<file path="src/rtl/nn_pkg.sv">
// Shared definitions for the PE feeder: sequencer states, FP32 constants, header layout.
// Latency: n/a (package only).
// Backpressure: n/a (package only).
package nn_pkg;

  localparam int DATA_W_DEF  = 32;
  localparam int ADDR_W_DEF  = 10;
  localparam int CNT_W_DEF   = 10;

  // Bit position of the element count inside the PE header word on pe_x.
  localparam int HDR_CNT_LSB = 0;

  localparam logic [31:0] FP32_ZERO = 32'h0000_0000;

  typedef enum logic [2:0] {
    ST_IDLE,
    ST_HEAD,
    ST_STREAM,
    ST_DRAIN,
    ST_CAPTURE,
    ST_DONE
  } state_t;

endpackage

</file>
<file path="src/rtl/pe_addr_gen.sv">
// Address generator: latches bases and count, issues one read per cycle, flags the last pair.
// Latency: first read issued the cycle after load; each later read one cycle after the previous.
// Backpressure: none; advances whenever issue/advance are asserted by the sequencer.
module pe_addr_gen
  import nn_pkg::*;
#(
  parameter int ADDR_W = ADDR_W_DEF,
  parameter int CNT_W  = CNT_W_DEF
) (
  input  logic              clock,
  input  logic              rst_n,
  input  logic              load,
  input  logic              issue,
  input  logic              advance,
  input  logic [CNT_W-1:0]  count,
  input  logic [ADDR_W-1:0] w_base,
  input  logic [ADDR_W-1:0] x_base,
  output logic              mem_rd_en,
  output logic [ADDR_W-1:0] w_addr,
  output logic [ADDR_W-1:0] x_addr,
  output logic              last
);

  logic [CNT_W-1:0] cnt_q;
  logic [CNT_W-1:0] next_idx;  // index of the next element still to be read
  logic [CNT_W-1:0] pair_idx;  // index of the pair currently on the PE operands

  // Only meaningful while streaming, where cnt_q is known to be non-zero.
  assign last = (pair_idx == (cnt_q - CNT_W'(1)));

  // Base latch on load, then one address step per issue cycle while reads remain.
  always_ff @(posedge clock or negedge rst_n) begin
    if (!rst_n) begin
      cnt_q     <= '0;
      next_idx  <= '0;
      pair_idx  <= '0;
      mem_rd_en <= 1'b0;
      w_addr    <= '0;
      x_addr    <= '0;
    end else if (load) begin
      cnt_q     <= count;
      next_idx  <= CNT_W'(1);
      pair_idx  <= '0;
      w_addr    <= w_base;
      x_addr    <= x_base;
      mem_rd_en <= (count != '0);
    end else begin
      if (issue) begin
        if (next_idx < cnt_q) begin
          w_addr    <= w_addr + ADDR_W'(1);
          x_addr    <= x_addr + ADDR_W'(1);
          next_idx  <= next_idx + CNT_W'(1);
          mem_rd_en <= 1'b1;
        end else begin
          mem_rd_en <= 1'b0;
        end
      end else begin
        mem_rd_en <= 1'b0;
      end
      if (advance) begin
        pair_idx <= pair_idx + CNT_W'(1);
      end
    end
  end

endmodule

</file>
<file path="src/rtl/pe_feeder.sv">
// Sequences one PE: header, count w/x pairs from memory, zero flush pair, result capture.
// Latency: start accepted in cycle 0 gives result_valid in cycle count+4 (ReLU via PE_FEEDER_RELU_EN).
// Backpressure: ready is high only in IDLE; start elsewhere is ignored, nothing is queued.
module pe_feeder
  import nn_pkg::*;
#(
  parameter int DATA_W = DATA_W_DEF,
  parameter int ADDR_W = ADDR_W_DEF,
  parameter int CNT_W  = CNT_W_DEF
) (
  input  logic              clock,
  input  logic              rst_n,
  input  logic              start,
  input  logic [CNT_W-1:0]  count,
  input  logic [DATA_W-1:0] bias,
  input  logic [ADDR_W-1:0] w_base,
  input  logic [ADDR_W-1:0] x_base,
  output logic              ready,
  output logic [DATA_W-1:0] result,
  output logic              result_valid,
  output logic              pe_error,
  output logic              mem_rd_en,
  output logic [ADDR_W-1:0] w_addr,
  output logic [ADDR_W-1:0] x_addr,
  input  logic [DATA_W-1:0] w_rdata,
  input  logic [DATA_W-1:0] x_rdata,
  output logic              pe_head,
  output logic [DATA_W-1:0] pe_w,
  output logic [DATA_W-1:0] pe_x,
  output logic [DATA_W-1:0] pe_b,
  input  logic [DATA_W-1:0] pe_out,
  input  logic              pe_done
);

  state_t            state;
  logic              stream_vld;
  logic [CNT_W-1:0]  count_q;
  logic              pair_last;
  logic              load;
  logic [DATA_W-1:0] zero_word;
  logic [DATA_W-1:0] hdr_word;
  logic [DATA_W-1:0] captured;

  assign load      = (state == ST_IDLE) && start;
  assign zero_word = DATA_W'(FP32_ZERO);
  assign hdr_word  = DATA_W'(count_q) << HDR_CNT_LSB;

  // Memory data goes straight to the PE; everywhere else the operands are zero so the
  // PE accumulator cannot drift, and the flush pair in DRAIN is a true 0*0.
  assign pe_w = stream_vld ? w_rdata : zero_word;
  assign pe_x = stream_vld ? x_rdata : (pe_head ? hdr_word : zero_word);

`ifdef PE_FEEDER_RELU_EN
  // Sign bit alone decides, so -0.0 also clamps to +0.0.
  assign captured = pe_out[DATA_W-1] ? zero_word : pe_out;
`else
  assign captured = pe_out;
`endif

  pe_addr_gen #(
    .ADDR_W (ADDR_W),
    .CNT_W  (CNT_W)
  ) u_addr_gen (
    .clock     (clock),
    .rst_n     (rst_n),
    .load      (load),
    .issue     ((state == ST_HEAD) || (state == ST_STREAM)),
    .advance   (state == ST_STREAM),
    .count     (count),
    .w_base    (w_base),
    .x_base    (x_base),
    .mem_rd_en (mem_rd_en),
    .w_addr    (w_addr),
    .x_addr    (x_addr),
    .last      (pair_last)
  );

  // Sequencer FSM with registered handshake and PE control outputs.
  always_ff @(posedge clock or negedge rst_n) begin
    if (!rst_n) begin
      state        <= ST_IDLE;
      ready        <= 1'b1;
      result       <= '0;
      result_valid <= 1'b0;
      pe_error     <= 1'b0;
      pe_head      <= 1'b0;
      pe_b         <= '0;
      stream_vld   <= 1'b0;
      count_q      <= '0;
    end else begin
      case (state)
        ST_IDLE: begin
          if (start) begin
            count_q <= count;
            pe_b    <= bias;
            pe_head <= 1'b1;
            ready   <= 1'b0;
            state   <= ST_HEAD;
          end
        end
        ST_HEAD: begin
          pe_head <= 1'b0;
          if (count_q != '0) begin
            stream_vld <= 1'b1;
            state      <= ST_STREAM;
          end else begin
            state <= ST_DRAIN;
          end
        end
        ST_STREAM: begin
          if (pair_last) begin
            stream_vld <= 1'b0;
            state      <= ST_DRAIN;
          end
        end
        ST_DRAIN: begin
          state <= ST_CAPTURE;
        end
        ST_CAPTURE: begin
          // pe_done is a level check here only; it may legitimately stay high across headers.
          result       <= captured;
          result_valid <= 1'b1;
          if (!pe_done) begin
            pe_error <= 1'b1;
          end
          state <= ST_DONE;
        end
        ST_DONE: begin
          result_valid <= 1'b0;
          ready        <= 1'b1;
          state        <= ST_IDLE;
        end
        default: begin
          state <= ST_IDLE;
          ready <= 1'b1;
        end
      endcase
    end
  end

endmodule

</file>
<file path="config.mk">
export PLATFORM = sky130hd
export DESIGN_NAME = pe_feeder
export DESIGN_NICKNAME = d
export VERILOG_FILES = /design/src/rtl/nn_pkg.sv /design/src/rtl/pe_addr_gen.sv /design/src/rtl/pe_feeder.sv
export SDC_FILE = /design/constraint.sdc
export NUM_CORES = 1
export LEC_CHECK = 0
export ABC_CLOCK_PERIOD_IN_PS = 6600
export CELL_PAD_IN_SITES_DETAIL_PLACEMENT = 1
export CELL_PAD_IN_SITES_GLOBAL_PLACEMENT = 2
export CORE_ASPECT_RATIO = 1.1
export CORE_UTILIZATION = 27
export DETAILED_ROUTE_END_ITERATION = 10
export GPL_TIMING_DRIVEN = 1
export PLACE_DENSITY_LB_ADDON = 0.25
export SYNTH_ARGS = -nofsm -noshare
export SYNTH_HDL_FRONTEND = slang
export SYNTH_HIERARCHICAL = 1
export SYNTH_SLANG_ARGS = --single-unit
</file>
<file path="constraint.sdc">
create_clock -name clock -period 6.6 [get_ports clock]
set_input_delay 0.66 -clock clock [delete_from_list [all_inputs] [get_ports clock]]
set_output_delay 0.66 -clock clock [all_outputs]
set_load 0.01 [all_outputs]
</file>
### Word level (Yosys, flattened, before mapping)

Index checks and enable logic that the tools add are counted.

* bits in registers: 133
* input port bits: 162
* output and inout port bits: 153
* word-level logic and storage cells: 80

* add/sub/neg operators: 5
* $lt $le $gt $ge: 1
* equal/unequal tests: 9
* mux-type cells: 29
* bitwise logic cells: 2
* reduce and logical (&&, ||, !) cells: 19

Operators by type and width (count)
* 2-to-1 mux 10 bit: 12
* 2-to-1 mux 32 bit: 2
* adder 10 x 1 -> 10 bit (second input constant): 4
* nonzero test 10 bit: 2
* case mux 3 bit (5 select lines): 1
* AND reduction 2 bit: 6
* nonzero test 2 bit: 6
* equality test 10 bit: 1
* less-than comparator 10 bit: 1
* subtractor 10 x 1 -> 10 bit (second input constant): 1
* 2-to-1 mux 1 bit: 8
* case mux 1 bit (2 select lines): 4
* equality test 3 x 2 -> 1 bit (second input constant): 2
* equality test 3 bit (second input constant): 2
* 2-to-1 mux 3 bit: 2
* != test 2 bit (second input constant): 2
* OR reduction 4 bit: 1
* equality test 3 x 1 -> 1 bit (second input constant): 1
* logical NOT 3 bit: 1
* AND reduction 3 bit: 1
* != test 2 x 1 -> 1 bit (second input constant): 1
* inverter 1 bit: 2
* logical AND 1 bit: 1
* logical OR 1 bit: 1

### Logic depth before layout (Yosys ltp)

* word-level depth: 4
* gate-level depth with buffers: 10
* gate-level depth less buffers: 10

### Hierarchy

The synthesis kept the hierarchy.

By module, submodules not included
* pe_feeder: times used 1, cells each 290, area each 3696.0 um^2, sequential area each 2053.2 um^2
* pe_addr_gen: times used 1, cells each 348, area each 3183.1 um^2, sequential area each 1276.2 um^2

### Least setup slack after synthesis

No wires, ideal clock.

* kind: reg-to-reg
* start: register u_addr_gen.cnt_q[4]
* end: register u_addr_gen.w_addr[9]
* setup time: 0.143 ns
* data arrival time: 2.342 ns
* data required time: 6.457 ns
* path slack: 4.115 ns
* stages on the path, launching flop included: 10
* path buffers: 2
* clock period less this slack: 2.485 ns
* path through: dfrtp_1 -> inv_1 -> ha_1 -> and3_1 -> o311a_1 -> or3_4 -> buf_6 -> buf_2 -> o41ai_1 -> o211ai_1

* longest elaborated chain between the ends: 3

Ends and longest elaborated chain
* from (decl): line pe_addr_gen.sv:24 `logic [CNT_W-1:0] cnt_q;`
* from (signal assigned): line pe_addr_gen.sv:41 `cnt_q <= count;`
* less-than comparator 10 bit: line pe_addr_gen.sv:49 `if (next_idx < cnt_q) begin`
* nonzero test 2 bit (no source line)
* AND reduction 2 bit (no source line)
* to (signal assigned): line pe_addr_gen.sv:44 `w_addr <= w_base;`
* to (signal assigned): line pe_addr_gen.sv:50 `w_addr <= w_addr + ADDR_W'(1);`
* to (decl): line pe_addr_gen.sv:19 `output logic [ADDR_W-1:0] w_addr,`

Every way passes these cells.
A chain may end at the register's enable or synchronous reset.

### Final worst setup path

* start: register u_addr_gen.cnt_q[4]
* end: register u_addr_gen.x_addr[0]

* longest elaborated chain between the ends: 3

Ends and longest elaborated chain
* less-than comparator 10 bit: line pe_addr_gen.sv:49
* nonzero test 2 bit (no source line)
* AND reduction 2 bit (no source line)
* to (signal assigned): line pe_addr_gen.sv:45 `x_addr <= x_base;`
* to (signal assigned): line pe_addr_gen.sv:51 `x_addr <= x_addr + ADDR_W'(1);`
* to (decl): line pe_addr_gen.sv:20 `output logic [ADDR_W-1:0] x_addr,`

Every way passes these cells.

==> reports/results.ini <==
[timing]
tns_ns=0
tightest_slew_ns=0.915
finalCritPeriodShare=0.442
fin_crit_ns=2.92
maxSlewViolCount=0
hold_viol=0
fin_ws_ns=3.68
finalSetupViolations=0
slew_headroom=0.390
clock.fmax_ghz=0.343
rsz0062_at_grt=no
skew_ns=0.0134
hold_slack_ns=0.208

[final_layout]
drive_gt1_frac=0.132
antennaDiodeCount=0
final_nets=1113
area_growth_pct=57.2
final_area_um2=10800

[clocking]
clockBufferDepth=2
clock-sinks=133
cts_inserted_buffers=17
cts.clk_slew.worst_paths_ns=0.07
tritoncts=done
ctsResizeCount=0
cts_hold_buffers=0
insertion_delay_ns=0.43
cts_setup_buffers=0
root_buffer=clkbuf_16
cts_htree_levels=4

[place]
detailed_place_hpwl_um=18000
gp_congestion=0.736
pre_cts_ws_ns=3.28
portBuffers=314
post_dp_cell_area_um2=10200

[run]
maxCapViolCount=0

[global_routing]
grt_overflow_total=0
antenna_found_initial=0
grt_first_pass_wirelength_um=36800
grt_usage=0.185
grt_pass1_vias=6386
grt_max_degree=78

[power_and_ir_drop]
power.leakage_nw=4.29
peakVddDrop_mv=0.195
power_density_nw_per_um2=424

[route]
avgViaCountPerCell=4.84
routed_wl_um=24100
first_pass_iters=5
vias=6099
drc=0
wire_per_inst_um=19.2
dr.first_iter.drc_count=279
ant_nets=0

[critical_path]
required_ns=6.91
crit_arrival_ns=3.23
start_kind=flop
r2r_cells=7
worst_setup_path_end_kind=flop
worstSetupPathType=reg2reg
path_max_fanout=11

[yosys]
yosysTopAreaCellShare=0.480
synth_ff_type=dfrtp_1
synth-seq-area-share=0.484
synth_edf_count=0
syn_inst=638
synthDistinctLibCells=61
yosysWarnings=6
yosys-top-cells-area=dfrtp_1, mux2_2, and2_1, nand2_1, ha_1
synth_most_common_cell=dfrtp_1
yosysTopAreaCell=dfrtp_1
synth-seq-cells=133
ys_async_sr_fraction=1.00
synth_area_um2=6880
avgSynthCellArea_um2=10.8
synth_nets=814
yosys-top-cells-count=dfrtp_1, mux2_2, and2_1, nand2_1, o21ai_0

[floorplan]
die_w_um=154
start_util=0.278
dieArea_um2=26100
io_pins=315
die_height_um=169
core_area_um2=24800
rows=60

[hold_path]
hold_class=in2async

[status]
status=finished clean

## cell usage in the layout (no fill, tap or decap), drive strengths merged, types with 11 or more instances in the layout
| cell type | instances |
|---|---|
| and2 | 57 |
| dfrtp | 132 |
| clkdlybuf4s50 | 313 |
| clkbuf | 17 |
| nand2b | 11 |
| nor2 | 21 |
| ha | 14 |
| inv | 29 |
| or4 | 14 |
| nand2 | 57 |
| nor4 | 15 |
| xnor2 | 16 |
| o21ai | 31 |
| mux2 | 75 |
| nand3 | 18 |
## cell families after synthesis
logic type	synth area share
AND/OR/NAND/NOR	0.190
flip-flops	0.484
AO/OA/AOI/OAI	0.102
multiplexers	0.124
buffers and inverters	0.0418
XOR/XNOR	0.0318
adder cells (fa/ha/maj)	0.0255
## final timing paths
kind	from	end	slack (ns)
setup / recovery	u_addr_gen/cnt_q[4]$_DFFE_PN0P_	u_addr_gen/x_addr[0]$_DFFE_PN0P_	3.68
hold / removal	rst_n	u_addr_gen/w_addr[3]$_DFFE_PN0P_	0.21
setup reg to reg	u_addr_gen/cnt_q[4]$_DFFE_PN0P_	u_addr_gen/x_addr[0]$_DFFE_PN0P_	3.68
hold reg to reg	result[2]$_DFFE_PN0P_	result[2]$_DFFE_PN0P_	0.48
max in group asynchronous	rst_n	result_valid$_DFFE_PN0P_	5.03
min in group clock	result[2]$_DFFE_PN0P_	result[2]$_DFFE_PN0P_	0.48
## registers in the layout, indices dropped and copies added (netlist names), 3 cells and up
signal               cells
pe_b                    32
result                  32
count_q                 10
u_addr_gen/cnt_q        10
u_addr_gen/next_idx     10
u_addr_gen/pair_idx     10
u_addr_gen/w_addr       10
u_addr_gen/x_addr       10
state                    3
## worst max-delay path, cell delays in order (launching register included)
cell and delay, ns:
dfrtp_1 0.39, inv_1 0.09, ha_1 0.32, and3_1 0.17
o311a_1 0.35, nor3_2 0.56, nand2_1 0.50, a221o_1 0.41
## per-stage QoR
stage	std cells	util	power [mW]
after global routing	1260	0.436	4.90
after detailed placement	1228	0.413	3.69
final	1260	0.436	4.59
after global placement	1228	0.413	3.65
after floorplan	638	-	2.62
after CTS	1260	0.436	4.66
## report_power, final
group          switching (mW)  internal [mW]
registers               0.324           1.19
clock network           0.432          0.507
logic                   0.968           1.17
## metal layers
metal  track usage  vias to the layer above  wire, um
li1              -                     2883         -
met3        0.0582                       38      1790
met2         0.318                      239     11700
met5             0                        -         0
met4        0.0939                        0       947
met1         0.208                     2939      9670
## layout make-up
| type | instances | area (um^2) |
|---|---|---|
| fill | 2735 | 14000 |
| sequential | 133 | 3330 |
| multi-input combinational | 448 | 3260 |
| timing repair buffer | 320 | 3190 |
| clock buffer | 17 | 425 |
| tap | 310 | 388 |
| clock inverter | 15 | 154 |
| inverter | 17 | 63.8 |
(Power assumes the default switching activity.)
